**src/rtl/mul_pkg.sv**
```systemverilog
// Shared encodings for the sequential 8086-style MUL/IMUL unit.
package mul_pkg;

    typedef enum logic [1:0] {
        IDLE = 2'd0,
        PROD = 2'd1,
        FIX  = 2'd2,
        DONE = 2'd3
    } state_t;

    localparam logic [1:0] STEP_LL = 2'd0;
    localparam logic [1:0] STEP_LH = 2'd1;
    localparam logic [1:0] STEP_HL = 2'd2;
    localparam logic [1:0] STEP_HH = 2'd3;

    localparam int BYTE_STEPS = 1;
    localparam int WORD_STEPS = 4;

    // Two's complement magnitude; 0x8000 stays 0x8000 as an unsigned value.
    function automatic logic [15:0] mag16(input logic [15:0] v, input logic neg);
        return neg ? (~v + 16'd1) : v;
    endfunction

endpackage

```
**src/rtl/multiplier.sv**
```systemverilog
// 8x8 unsigned combinational multiplier built from shifted partial sums.
module multiplier (
    input  logic [7:0]  a,
    input  logic [7:0]  b,
    output logic [15:0] p
);

    always_comb begin
        p = 16'd0;
        for (int i = 0; i < 8; i++) begin
            if (b[i]) p = p + ({8'd0, a} << i);
        end
    end

endmodule

```
**src/rtl/mul_sequencer.sv**
```systemverilog
// Sequential MUL/IMUL: one 8x8 partial product per cycle, then sign fix and CF/OF.
module mul_sequencer
    import mul_pkg::*;
(
    input  logic        clk,
    input  logic        reset,
    input  logic        start,
    input  logic        byte_mode,
    input  logic        signed_mode,
    input  logic [15:0] op_a,
    input  logic [15:0] op_b,
    output logic        busy,
    output logic        done,
    output logic [31:0] result,
    output logic        cf_of
);

    state_t      state_q, state_d;
    logic [31:0] acc_q, acc_d;
    logic [1:0]  step_q, step_d;
    logic [15:0] mag_a_q, mag_a_d;
    logic [15:0] mag_b_q, mag_b_d;
    logic        byte_q, byte_d;
    logic        signed_q, signed_d;
    logic        sign_q, sign_d;
    logic [31:0] result_q, result_d;
    logic        cf_q, cf_d;

    logic        neg_a, neg_b;
    logic [15:0] ext_a, ext_b;
    logic [7:0]  mul_a, mul_b;
    logic [15:0] pp;
    logic [31:0] pp_shift;
    logic        last_step;
    logic        negate;
    logic [31:0] fix_w;
    logic [15:0] fix_b;

    multiplier u_multiplier (
        .a (mul_a),
        .b (mul_b),
        .p (pp)
    );

    // Byte operands are sign/zero-extended so one 16-bit magnitude path serves both modes.
    assign neg_a = signed_mode & (byte_mode ? op_a[7] : op_a[15]);
    assign neg_b = signed_mode & (byte_mode ? op_b[7] : op_b[15]);
    assign ext_a = byte_mode ? {{8{neg_a}}, op_a[7:0]} : op_a;
    assign ext_b = byte_mode ? {{8{neg_b}}, op_b[7:0]} : op_b;

    assign mul_a = step_q[1] ? mag_a_q[15:8] : mag_a_q[7:0];
    assign mul_b = step_q[0] ? mag_b_q[15:8] : mag_b_q[7:0];

    always_comb begin
        pp_shift = {16'd0, pp};
        case (step_q)
            STEP_LL:          pp_shift = {16'd0, pp};
            STEP_LH, STEP_HL: pp_shift = {8'd0, pp, 8'd0};
            STEP_HH:          pp_shift = {pp, 16'd0};
            default:          pp_shift = {16'd0, pp};
        endcase
    end

    assign last_step = (step_q == (byte_q ? 2'(BYTE_STEPS - 1) : 2'(WORD_STEPS - 1)));
    assign negate    = signed_q & sign_q;
    assign fix_w     = negate ? (~acc_q + 32'd1) : acc_q;
    assign fix_b     = negate ? (~acc_q[15:0] + 16'd1) : acc_q[15:0];

    always_comb begin
        state_d  = state_q;
        acc_d    = acc_q;
        step_d   = step_q;
        mag_a_d  = mag_a_q;
        mag_b_d  = mag_b_q;
        byte_d   = byte_q;
        signed_d = signed_q;
        sign_d   = sign_q;
        result_d = result_q;
        cf_d     = cf_q;
        case (state_q)
            IDLE: begin
                if (start) begin
                    byte_d   = byte_mode;
                    signed_d = signed_mode;
                    mag_a_d  = mag16(ext_a, neg_a);
                    mag_b_d  = mag16(ext_b, neg_b);
                    sign_d   = neg_a ^ neg_b;
                    acc_d    = 32'd0;
                    step_d   = STEP_LL;
                    state_d  = PROD;
                end
            end
            PROD: begin
                acc_d  = acc_q + pp_shift;
                step_d = step_q + 2'd1;
                if (last_step) state_d = FIX;
            end
            FIX: begin
                if (byte_q) begin
                    result_d = {16'd0, fix_b};
                    cf_d     = signed_q ? (fix_b[15:8] != {8{fix_b[7]}}) : (|fix_b[15:8]);
                end else begin
                    result_d = fix_w;
                    cf_d     = signed_q ? (fix_w[31:16] != {16{fix_w[15]}}) : (|fix_w[31:16]);
                end
                state_d = DONE;
            end
            DONE:    state_d = IDLE;
            default: state_d = IDLE;
        endcase
    end

    always_ff @(posedge clk) begin
        if (reset) begin
            state_q  <= IDLE;
            acc_q    <= 32'd0;
            step_q   <= 2'd0;
            mag_a_q  <= 16'd0;
            mag_b_q  <= 16'd0;
            byte_q   <= 1'b0;
            signed_q <= 1'b0;
            sign_q   <= 1'b0;
            result_q <= 32'd0;
            cf_q     <= 1'b0;
        end else begin
            state_q  <= state_d;
            acc_q    <= acc_d;
            step_q   <= step_d;
            mag_a_q  <= mag_a_d;
            mag_b_q  <= mag_b_d;
            byte_q   <= byte_d;
            signed_q <= signed_d;
            sign_q   <= sign_d;
            result_q <= result_d;
            cf_q     <= cf_d;
        end
    end

    assign busy   = (state_q != IDLE);
    assign done   = (state_q == DONE);
    assign result = result_q;
    assign cf_of  = cf_q;

endmodule

```
**config.mk**
```make
export PLATFORM = sky130hd
export DESIGN_NAME = mul_sequencer
export DESIGN_NICKNAME = d
export VERILOG_FILES = /design/src/rtl/mul_pkg.sv /design/src/rtl/multiplier.sv /design/src/rtl/mul_sequencer.sv
export SDC_FILE = /design/constraint.sdc
export NUM_CORES = 1
export LEC_CHECK = 0
export ABC_AREA = 0
export BUFFER_PORTS_ARGS = -buffer_cell sky130_fd_sc_hd__buf_2
export CORE_ASPECT_RATIO = 1.2
export CORE_MARGIN = 3
export CORE_UTILIZATION = 45
export CTS_CLUSTER_DIAMETER = 60
export DETAILED_ROUTE_END_ITERATION = 8
export PLACE_DENSITY_LB_ADDON = 0.12
export REMOVE_ABC_BUFFERS = 1
export SKIP_LAST_GASP = 1
export SLEW_MARGIN = 20
export SYNTH_ARGS = -nofsm -noshare
export SYNTH_HDL_FRONTEND = slang
export SYNTH_SLANG_ARGS = --single-unit
export TNS_END_PERCENT = 5
```
**constraint.sdc**
```tcl
create_clock -name clk -period 13.8 [get_ports clk]
set_clock_uncertainty 0.1 [all_clocks]
set_input_delay 1.38 -clock clk [delete_from_list [all_inputs] [get_ports clk]]
set_output_delay 1.38 -clock clk [all_outputs]
set_load 0.03 [all_outputs]
```
Yosys cells after proc, flatten, opt, wreduce, memory -nomap -nowiden:

Cells that the tools add are included.

* bits of input ports: 37
* output and inout port bits: 35
* register bits: 104
* logic and storage cells: 83

* reductions and logical operators: 10
* equality and inequality tests: 11
* multiplexer cells: 31
* add/subtract/negate cells: 13
* bitwise gates (word level): 8

Operator list (count)
* two-way mux 16 bit: 12
* two-way mux 32 bit: 3
* one-hot mux 32 bit (3 select lines): 1
* one-hot mux 32 bit (2 select lines): 1
* adder 16 x 1 -> 16 bit, second input constant: 3
* NOT 16 bit: 3
* adder 32 x 1 -> 32 bit, second input constant: 1
* adder 32 bit: 1
* NOT 32 bit: 1
* two-way mux 8 bit: 3
* adder 16 x 10 -> 16 bit: 1
* adder 16 x 11 -> 16 bit: 1
* adder 16 x 12 -> 16 bit: 1
* adder 16 x 13 -> 16 bit: 1
* adder 16 x 14 -> 16 bit: 1
* adder 16 x 15 -> 16 bit: 1
* adder 16 x 9 -> 16 bit: 1
* inequality test 16 bit: 1
* OR reduction 16 bit: 1
* equality test 2 bit, second input constant: 4
* two-way mux 2 bit: 4
* inequality test 8 bit: 1
* one-hot mux 2 bit (4 select lines): 1
* OR reduction 8 bit: 1
* other kinds (12): 24

Logic depth before layout (Yosys ltp):

Gate-level depths: netlist of run 1.

* depth in word-level cells: 19
* mapped depth: 68
* mapped depth without buffers: 66

Cells and area by module:

A second synthesis of run 1 with hierarchy kept.

* cell total of the unflattened synthesis: 1427
* area total of the unflattened synthesis: 10896.7 µm²

By module, submodules not included
* mul_sequencer: cells an instance 977, seq. area each 2082.0 µm², times used 1, area each 7569.8 µm²
* multiplier: cells an instance 450, seq. area each 0.0 µm², times used 1, area each 3326.9 µm²

Worst setup path after synthesis of run 1:

No wires, ideal clock.

* path kind: flip-flop to flip-flop
* from: register step_q[1]
* to: register acc_q[28]
* cell stages (with the launch flop): 63
* required time: 13.638 ns
* slack: 2.175 ns
* path buffers: 1
* library setup time: 0.062 ns
* period minus slack after synthesis: 11.625 ns
* data arrival time: 11.462 ns
* cell sequence: dfxtp_1 mux2i_2 inv_1 buf_2 xnor2_1 ha_1 nor3_1 nor4_2 or3_1 nand2_1 a21oi_1 ha_1 a21oi_1 a21oi_1 or3_1 a21oi_1 a41oi_4 ha_1 [... 27 more ...] a41o_1 or3_1 o21ai_2 nand2_1 o21ai_1 ha_1 a21o_1 a21o_1 a21o_1 a21o_1 a221o_1 a21oi_1 o21ai_1 a22oi_1 a21oi_1 a31oi_1 mux2_2 nand3_1

* longest elaborated chain between the ends: 19
* elaborated cells between the ends (all ways): 24
* those cells by class: add/sub (8); eq/ne (3); mux (11); reduce/logical (2)

RTL lines
* from (decl): RTL line mul_sequencer.sv:20 `logic [1:0] step_q, step_d;`
* from (signal assigned): RTL line mul_sequencer.sv:128 `step_q <= step_d;`
* two-way mux 8 bit: RTL line mul_sequencer.sv:51 `assign mul_a = step_q[1] ? mag_a_q[15:8] : mag_a_q[7:0];`
* two-way mux 8 bit: RTL line multiplier.sv:11 `if (b[i]) p = p + ({8'd0, a} << i);`
* adder 16 x 9 -> 16 bit: RTL line multiplier.sv:11
* two-way mux 16 bit: RTL line multiplier.sv:11
* adder 16 x 10 -> 16 bit: RTL line multiplier.sv:11
* two-way mux 16 bit: RTL line multiplier.sv:11
* adder 16 x 11 -> 16 bit: RTL line multiplier.sv:11
* two-way mux 16 bit: RTL line multiplier.sv:11
* [... 3 more ...]
* two-way mux 16 bit: RTL line multiplier.sv:11
* adder 16 x 14 -> 16 bit: RTL line multiplier.sv:11
* two-way mux 16 bit: RTL line multiplier.sv:11
* adder 16 x 15 -> 16 bit: RTL line multiplier.sv:11
* two-way mux 16 bit: RTL line multiplier.sv:11
* one-hot mux 32 bit (3 select lines) *: RTL line mul_sequencer.sv:56 `case (step_q)`
* adder 32 bit *: RTL line mul_sequencer.sv:94 `acc_d = acc_q + pp_shift;`
* one-hot mux 32 bit (2 select lines) *: RTL line mul_sequencer.sv:80 `case (state_q)`
* to (signal assigned): RTL line mul_sequencer.sv:116 `acc_q <= 32'd0;`
* to (signal assigned): RTL line mul_sequencer.sv:127 `acc_q <= acc_d;`
* to (decl): RTL line mul_sequencer.sv:19 `logic [31:0] acc_q, acc_d;`

Mark *: on every way between the ends. The rest lies on a longest branch, timed or not.
A chain may end at the register's enable or synchronous reset.

Worst setup path after layout of run 1:

Ends and elaborated chain as after synthesis.

==> impl_metrics.yaml, run 1 <==
logic_synthesis:
  synth_area_sq_mm: 0.01023
  syn_inst: 1340
  synth_warnings: 0
  avgSynthCellArea_sq_um: 7.631
  synth.distinct_cells: 83
  synth_seq_cells: 104
  seq_area_frac_synth_pct: 20.36
  synth_edf_count: 0
  async_flop_share_pct: 0
  yosys_most_used_dff: "dfxtp_1"
floorplan:
  core-area_sq_mm: 0.02200
  start_util_pct: 46.49
  dieArea_sq_mm: 0.02458
  die_x_microns: 143.6
  chipHeight_microns: 171.1
  row_count: 59
  io_pins: 72
routing:
  avgViaCountPerCell: 5.752
  drt_iter0_markers: 568
  drcViolationCount: 0
  num_vias: 9497
  wl_microns: 27580
  routedWlPerCell_microns: 16.71
  firstDrtPassIters: 5
  antenna_left: 0
min_path:
  hold_class: "reg2reg"
status:
  status: "complete, no violations"
global_routing:
  grt-ovfl-total: 0
  grt_pass1_wl_microns: 44820
  grt_max_degree: 58
  antenna_found_initial: 0
  grt_usage_pct: 22.32
  grt_pass1_vias: 8844
setup_path:
  crit_path_max_incr_delay_ns: 0.52
  crit_buf_inv: 4
  cp_data_required_time_ns: 14.00
  cp_top_family: "compound AO/OA/AOI/OAI gates"
  endpoint_kind: "flip-flop"
  worstPathMaxFanout: 17
  start_kind: "flip-flop"
  crit_type: "reg2reg"
  crit_path_top_delay_cell: "mux2_2"
  arrival_ns: 12.89
  crit_path_frequent_cell: "a21oi_1"
place:
  dpl_cell_area_sq_mm: 0.01076
  portBuffers: 71
  dp_hpwl_microns: 21370
  pre_cts_slack_ns: 1.049
  gp_congestion: 0.9118
pwr:
  p_leak_nw: 5.035
  irDropWorstVdd_mv: 0.08831
  power_w: 0.002020
  pwr_density_cell_mw_per_mm2: 182.3
cells_and_area:
  ff_latch_area_sq_mm: 0.002082
  antennaDiodeCount: 0
  final_common_cell: "nor2_1"
  drive_gt1_share_pct: 10.75
  fin_nets: 1509
  fillers: 2261
  final_cell_mix: "nor2_1 (178), a21oi_1 (124), dfxtp_1 (104)"
  multi_input_area_sq_mm: 0.007644
  fin_area_sq_mm: 0.01108
  syn_to_final_growth_pct: 8.357
run:
  drv_cap: 0
sta:
  setup_violations: 0
  slew_headroom_pct: 31.69
  final_hold_viol_count: 0
  tightest_slew_ns: 1.025
  setup_tns_ns: 0
  rsz0062_at_grt: "no"
  fin_crit_ns: 12.69
  setup_ws_ns: 1.112
  final_max_slew_viol_count: 0
  fmax_mhz: 78.81
  finalCritPeriodShare_pct: 91.95
cts:
  ctsResizeCount: 0
  clk_pin_slew_ns: 0.08
  clock_latency_ns: 0.36
  numClockSinks: 104
  clockRootBuffer: "clkbuf_16"
  cts_buffer_depth: 2
  postCtsHoldBufs: 0
  cts-buffers-inserted: 9
  cts_setup_buffers: 0
  cts_tree: "built"
  cts_htree_levels: 3
[logic make-up after synthesis]
| kind of cell | count (synthesis) | share of synthesized area [%] |
|---|---|---|
| muxes | 54 | 5.751 |
| AOI/OAI and AO/OA | 423 | 27.76 |
| DFF | 104 | 20.36 |
| xor gates and xnor gates | 110 | 9.421 |
| buffers and inverters | 131 | 5.053 |
| adders and majority gates | 100 | 12.68 |
| and+or+nand+nor | 418 | 18.98 |
[final cells by class]
cell class              instances  area share, %
clock inverters                 6         0.7904
well taps                     274          3.094
inverters                      72          2.439
flip-flops and latches        104          18.79
multi-input cells            1105          68.98
clock buffers                  10          2.066
repair buffers                 80          3.839
[path summary, 6_finish.rpt]
check	start	end	slack [ns]	cells after the start
setup reg to reg	step_q[1]	acc_q[28]	1.11	62
hold / removal	mag_b_q[6]	mag_b_q[6]	0.36	2
setup / recovery	step_q[1]	acc_q[28]	1.11	62
hold reg to reg	mag_b_q[6]	mag_b_q[6]	0.36	2
[state kept, by name, indices dropped and copies added, names as in the netlist]
signal    flops
mag_a_q      16
cf_of         1
step_q        2
result       32
byte_q        1
signed_q      1
acc_q        32
state_q       2
sign_q        1
mag_b_q      16
[synth_stat cells (9+ instances only)]
master / count / area [sq um]
a211oi_1: 36 / 270.3
o21ai_0: 58 / 290.3
nand2_1: 92 / 345.3
mux2i_1: 27 / 270.3
xnor2_1: 79 / 691.9
nand2b_1: 14 / 87.58
o21a_1: 14 / 105.1
o21bai_1: 12 / 90.09
a21oi_1: 125 / 625.6
mux2_2: 23 / 259.0
o22ai_1: 9 / 56.30
nand3_1: 22 / 110.1
nor2_1: 178 / 668.1
inv_1: 71 / 266.5
nor3_1: 20 / 100.1
ha_1: 94 / 1176
xor2_1: 31 / 271.5
nor2b_1: 26 / 162.7
a21o_1: 41 / 307.8
and2_1: 15 / 93.84
a22oi_1: 21 / 157.7
or3_1: 15 / 93.84
a22o_1: 10 / 87.58
clkbuf_1: 44 / 165.2
o21ai_1: 11 / 55.05
dfxtp_1: 104 / 2082
a31oi_1: 11 / 68.82
[stage by stage]
| stage | std cells | hold slack [ns] | utilization (%) |
|---|---|---|---|
| after CTS | 1651 | 0.3588 | 50.33 |
| after global routing | 1651 | 0.3790 | 50.37 |
| final | 1651 | 0.3595 | 50.37 |
| after global placement | 1635 | 0.3416 | 48.89 |
| after floorplan | 1281 | 0.3251 | - |
| after detailed placement | 1635 | 0.3491 | 48.89 |
[metal layers]
layer  track usage, %  wire length [microns]  vias up
li1                 -                      -     4890
met1            28.40                  12370     4398
met2            40.57                  13930      178
met3            2.013                    777       31
met4            5.283                    499        0
met5                0                      0        -
[power by group]
part / internal, W / switching, W / leakage (nW)
clock: 0.000147 / 0.000133 / 0.151
sequential: 0.000355 / 0.0000494 / 0.846
combinational: 0.000510 / 0.000826 / 4.04
total: 0.00101 / 0.00101 / 5.03
[worst min-delay path, stage by stage (launching register included)]
cell and delay [ns]:
dfxtp_1 0.32, nand2_1 0.05, a21oi_1 0.05
No activity file was read; power rests on OpenSTA's default activity.
==> inputs of run 2 (changes only) <==
--- a/config.mk
+++ b/config.mk
@@ -12,6 +12,7 @@
 export CORE_UTILIZATION = 45
 export CTS_CLUSTER_DIAMETER = 60
 export DETAILED_ROUTE_END_ITERATION = 8
+export MAX_ROUTING_LAYER = met4
 export PLACE_DENSITY_LB_ADDON = 0.12
 export REMOVE_ABC_BUFFERS = 1
 export SKIP_LAST_GASP = 1
==> run 2 against run 1 <==
  * Count of clock-buffer cells in the layout did not move
  * Non-clock buffer count unchanged
  * Largest power group unchanged
  * Critical endpoint unchanged
  * Clock power about the same
==> impl_metrics.yaml, run 2 (same netlist as run 1, synthesis figures left out) <==
floorplan:
  core-area_sq_mm: 0.02200
  dieArea_sq_mm: 0.02458
  row_count: 59
  start_util_pct: 46.49
  die_x_microns: 143.6
  chipHeight_microns: 171.1
  io_pins: 72
pwr:
  irDropWorstVdd_mv: 0.08872
  pwr_density_cell_mw_per_mm2: 182.4
  p_seq_share_pct: 20.0
  p_clk_share_pct: 13.8
  intPower_w: 0.001012
  power_switching_w: 0.001009
  switching_share_pct: 49.94
  p_leak_nw: 5.035
  combinationalPowerShare_pct: 66.2
place:
  dpl_cell_area_sq_mm: 0.01076
  pre_cts_slack_ns: 1.049
  dp_hpwl_microns: 21370
  portBuffers: 71
  gp_congestion: 0.9276
sta:
  setup_violations: 0
  rsz0062_at_grt: "no"
  tightest_slew_ns: 0.9962
  finalCritPeriodShare_pct: 92.09
  fin_crit_ns: 12.71
  final_max_slew_viol_count: 0
  timing.hold.ws_ns: 0.3568
  setup_ws_ns: 1.091
  final_hold_viol_count: 0
  fmax_mhz: 78.68
  slew_headroom_pct: 33.59
  setup_tns_ns: 0
setup_path:
  crit_path_max_incr_delay_ns: 0.52
  endpoint_kind: "flip-flop"
  crit_path_frequent_cell: "a21oi_1"
  crit_type: "reg2reg"
  crit_path_top_delay_cell: "mux2_2"
  arrival_ns: 12.91
  start_kind: "flip-flop"
  cp_data_required_time_ns: 14.00
  worstPathMaxFanout: 17
global_routing:
  grt_usage_pct: 22.94
  grt_pass1_wl_microns: 44800
  grt-ovfl-total: 0
  grt_max_degree: 58
  antenna_found_initial: 0
  grt_pass1_vias: 8841
min_path:
  hold_class: "reg2reg"
routing:
  avgViaCountPerCell: 5.773
  wl_microns: 27630
  routedWlPerCell_microns: 16.73
  firstDrtPassIters: 5
  drt_iter0_markers: 601
  antenna_left: 0
  drcViolationCount: 0
  num_vias: 9531
cts:
  clock_latency_ns: 0.36
  cts_buffer_depth: 2
  cts_htree_levels: 3
  cts_setup_buffers: 0
  clockRootBuffer: "clkbuf_16"
  cts-buffers-inserted: 9
  numClockSinks: 104
  clk_pin_slew_ns: 0.08
  cts_tree: "built"
status:
  status: "complete, no violations"
cells_and_area:
  fin_area_sq_mm: 0.01108
  final_common_cell: "nor2_1"
  syn_to_final_growth_pct: 8.357
  fillers: 2261
  fin_nets: 1509
  antennaDiodeCount: 0
  final_cell_mix: "nor2_1 (178), a21oi_1 (124), dfxtp_1 (104)"
  drive_gt1_share_pct: 10.75
run:
  drv_cap: 0
[run 2: cell counts in the layout (fill, tap and decap cells not counted)]
Identical to the previous run, type by type.
[run 2: worst paths after layout]
check              from    endpoint  slack [ns]  cells past startpoint
max           step_q[1]   acc_q[28]        1.09                     62
min          mag_b_q[6]  mag_b_q[6]        0.36                      2
max reg2reg   step_q[1]   acc_q[28]        1.09                     62
min reg2reg  mag_b_q[6]  mag_b_q[6]        0.36                      2
[run 2: metrics by stage]
step | total power [W] | std cells | util (%)
after floorplan | 0.001416 | 1281 | -
after global placement | 0.001730 | 1635 | 48.89
after detailed placement | 0.001743 | 1635 | 48.89
after CTS | 0.002028 | 1651 | 50.33
after global routing | 0.002210 | 1651 | 50.37
final | 0.002021 | 1651 | 50.37
[run 2: area by class of cell]
class / instances / area, sq um / area share [%]
timing repair buffer: 80 / 425.4 / 3.839
clock buffer: 10 / 229.0 / 2.066
sequential: 104 / 2082 / 18.79
inverter: 72 / 270.3 / 2.439
tap: 274 / 342.8 / 3.094
multi-input combinational: 1105 / 7644 / 68.98
clock inverter: 6 / 87.58 / 0.7904
[run 2: metal layers]
layer / track usage [%] / part of all wire (%) / up-vias
met5: - / 0 / -
met4: 5.283 / 1.7 / 0
met3: 2.013 / 2.9 / 27
met2: 40.63 / 50 / 193
met1: 28.26 / 45 / 4417
li1: - / - / 4894
[run 2: what timing repair did]
item / CTS / global route
endpoints found under the setup margin: 0 / 2
hold buffers: 0 / 0
resized for setup: 0 / 1
[run 2: worst max-delay path, delay by kind of cell, from the launching register on]
kind,cells,cell delay (ns)
compound gates,31,5.70
xor+xnor,3,0.38
fa+ha+maj,8,2.58
buf+inv,4,0.45
flops,1,0.39
mux,2,0.87
simple gates,14,2.16
[run 2: power by group through the flow]
stage | Clock (W) | Combinational (W) | Sequential [W]
2_1_floorplan | 0 | 0.000987 | 0.000430
3_3_place_gp | 0 | 0.00132 | 0.000410
3_5_place_dp | 0 | 0.00133 | 0.000411
4_1_cts | 0.000285 | 0.00134 | 0.000404
5_1_grt | 0.000297 | 0.00150 | 0.000412
6_report | 0.000279 | 0.00134 | 0.000404
==> inputs of run 3 (changes only) <==
--- a/config.mk
+++ b/config.mk
@@ -14,6 +14,7 @@
 export DETAILED_ROUTE_END_ITERATION = 8
 export MAX_ROUTING_LAYER = met4
 export PLACE_DENSITY_LB_ADDON = 0.12
+export RECOVER_POWER = 50
 export REMOVE_ABC_BUFFERS = 1
 export SKIP_LAST_GASP = 1
 export SLEW_MARGIN = 20
==> run 3 against run 2 <==
  * The flow now finishes with violations (capacitance limit, slew limit)
  * Combinational power about the same
  * Final cell count about the same
  * Global-route usage unchanged
  * Utilization down 0.23 points
  * Critical path depth unchanged
  * Clock power about the same
  * Die area unchanged
  * Register-to-register slack about the same
==> impl_metrics.yaml, run 3 (same netlist as run 1, synthesis figures left out) <==
cts:
  clock_latency_ns: 0.36
  postCtsHoldBufs: 0
  cts_tree: "built"
  cts_htree_levels: 3
  clk_pin_slew_ns: 0.08
  cts-buffers-inserted: 9
  clockRootBuffer: "clkbuf_16"
  numClockSinks: 104
  cts_buffer_depth: 2
floorplan:
  io_pins: 72
  core-area_sq_mm: 0.02200
  row_count: 59
  dieArea_sq_mm: 0.02458
  start_util_pct: 46.49
  chipHeight_microns: 171.1
  die_x_microns: 143.6
routing:
  avgViaCountPerCell: 5.753
  routedWlPerCell_microns: 16.74
  drcViolationCount: 0
  antenna_left: 0
  drt_iter0_markers: 614
  firstDrtPassIters: 5
  wl_microns: 27660
  num_vias: 9504
sta:
  setup_tns_ns: 0
  setup_ws_ns: 1.088
  final_max_slew_viol_count: 100
  setup_violations: 0
  finalCritPeriodShare_pct: 92.12
  fmax_mhz: 78.66
  slew_headroom_pct: -60.80
  tightest_slew_ns: 2.412
  final_hold_viol_count: 0
  fin_crit_ns: 12.71
  rsz0062_at_grt: "no"
place:
  dp_hpwl_microns: 21370
  pre_cts_slack_ns: 1.049
  gp_congestion: 0.9276
  portBuffers: 71
setup_path:
  crit_path_frequent_cell: "a21oi_1"
  worstPathMaxFanout: 17
  arrival_ns: 12.91
  cp_data_required_time_ns: 14.00
  crit_path_top_delay_cell: "mux2_2"
  r2r_cells: 62
  endpoint_kind: "flip-flop"
  crit_type: "reg2reg"
  start_kind: "flip-flop"
  crit_path_max_incr_delay_ns: 0.52
global_routing:
  grt_max_degree: 58
  grt-ovfl-total: 0
  grt_pass1_vias: 8841
  grt_pass1_wl_microns: 44800
  grt_usage_pct: 22.94
  antenna_found_initial: 0
cells_and_area:
  drive_gt1_share_pct: 8.061
  fillers: 2284
  syn_to_final_growth_pct: 7.855
  final_common_cell: "nor2_1"
  final_cell_mix: "nor2_1 (178), a21oi_1 (124), dfxtp_1 (104)"
  fin_nets: 1509
status:
  status: "finished with violations"
  violations: "capacitance limit, slew limit"
min_path:
  hold_path_depth: 2
  hold_class: "reg2reg"
pwr:
  pwr_density_cell_mw_per_mm2: 182.8
  irDropWorstVdd_mv: 0.08848
  p_leak_nw: 4.876
  power_w: 0.002016
run:
  drv_cap: 2
run 3: cell types whose count changed in the layout (fill, tap and decap cells not counted), sizes merged:
cell	previous run	this run
diode	0	1
buf	80	43
clkbuf	10	47
run 3: per-layer routing:
| layer | global-route usage [%] | wire length [microns] | up-vias |
|---|---|---|---|
| met5 | - | 0 | - |
| met4 | 5.283 | 444 | 0 |
| met3 | 2.013 | 797 | 25 |
| met2 | 40.63 | 13960 | 167 |
| met1 | 28.26 | 12460 | 4423 |
| li1 | - | - | 4889 |
run 3: cell type report:
class,count,area [sq um],area share (%)
antenna,1,2.502,0.02269
inverter,72,270.3,2.450
clock inverter,6,87.58,0.7941
timing repair buffer,80,371.6,3.369
tap,274,342.8,3.108
multi-input combinational,1105,7644,69.30
sequential,104,2082,18.88
clock buffer,10,229.0,2.076
run 3: through the flow:
stage	hold WS [ns]	instances	instance area (sq um)	util, %
floorplan	0.3251	1281	9980	-
finish	0.3573	1652	11030	50.14
global route	0.3790	1651	11030	50.13
global placement	0.3416	1635	10760	48.89
detailed placement	0.3491	1635	10760	48.89
CTS	0.3588	1651	11070	50.33
run 3: timing repair:
action | CTS | global route
resized for setup | 0 | 1
setup endpoints to repair | 0 | 2
buffers inserted | 0 | 0
run 3: worst max-delay path: cells and delay by family (launching register included):
kind	cells	cell delay, ns
fa+ha+maj	8	2.54
flops	1	0.39
xor+xnor	3	0.38
compound gates	32	6.09
buf+inv	4	0.45
simple gates	13	1.82
mux	2	0.87
run 3: worst paths after layout:
path	startpoint	end	slack, ns
setup / recovery	step_q[1]	acc_q[28]	1.09
hold / removal	mag_b_q[6]	mag_b_q[6]	0.36
setup reg to reg	step_q[1]	acc_q[28]	1.09
hold reg to reg	mag_b_q[6]	mag_b_q[6]	0.36
run 3: where the power goes:
part           leakage, nW  internal (W)  total [W]  switching, W
clock                0.151      0.000147   0.000279      0.000133
sequential           0.846      0.000355   0.000405     0.0000497
combinational         3.88      0.000505    0.00133      0.000827
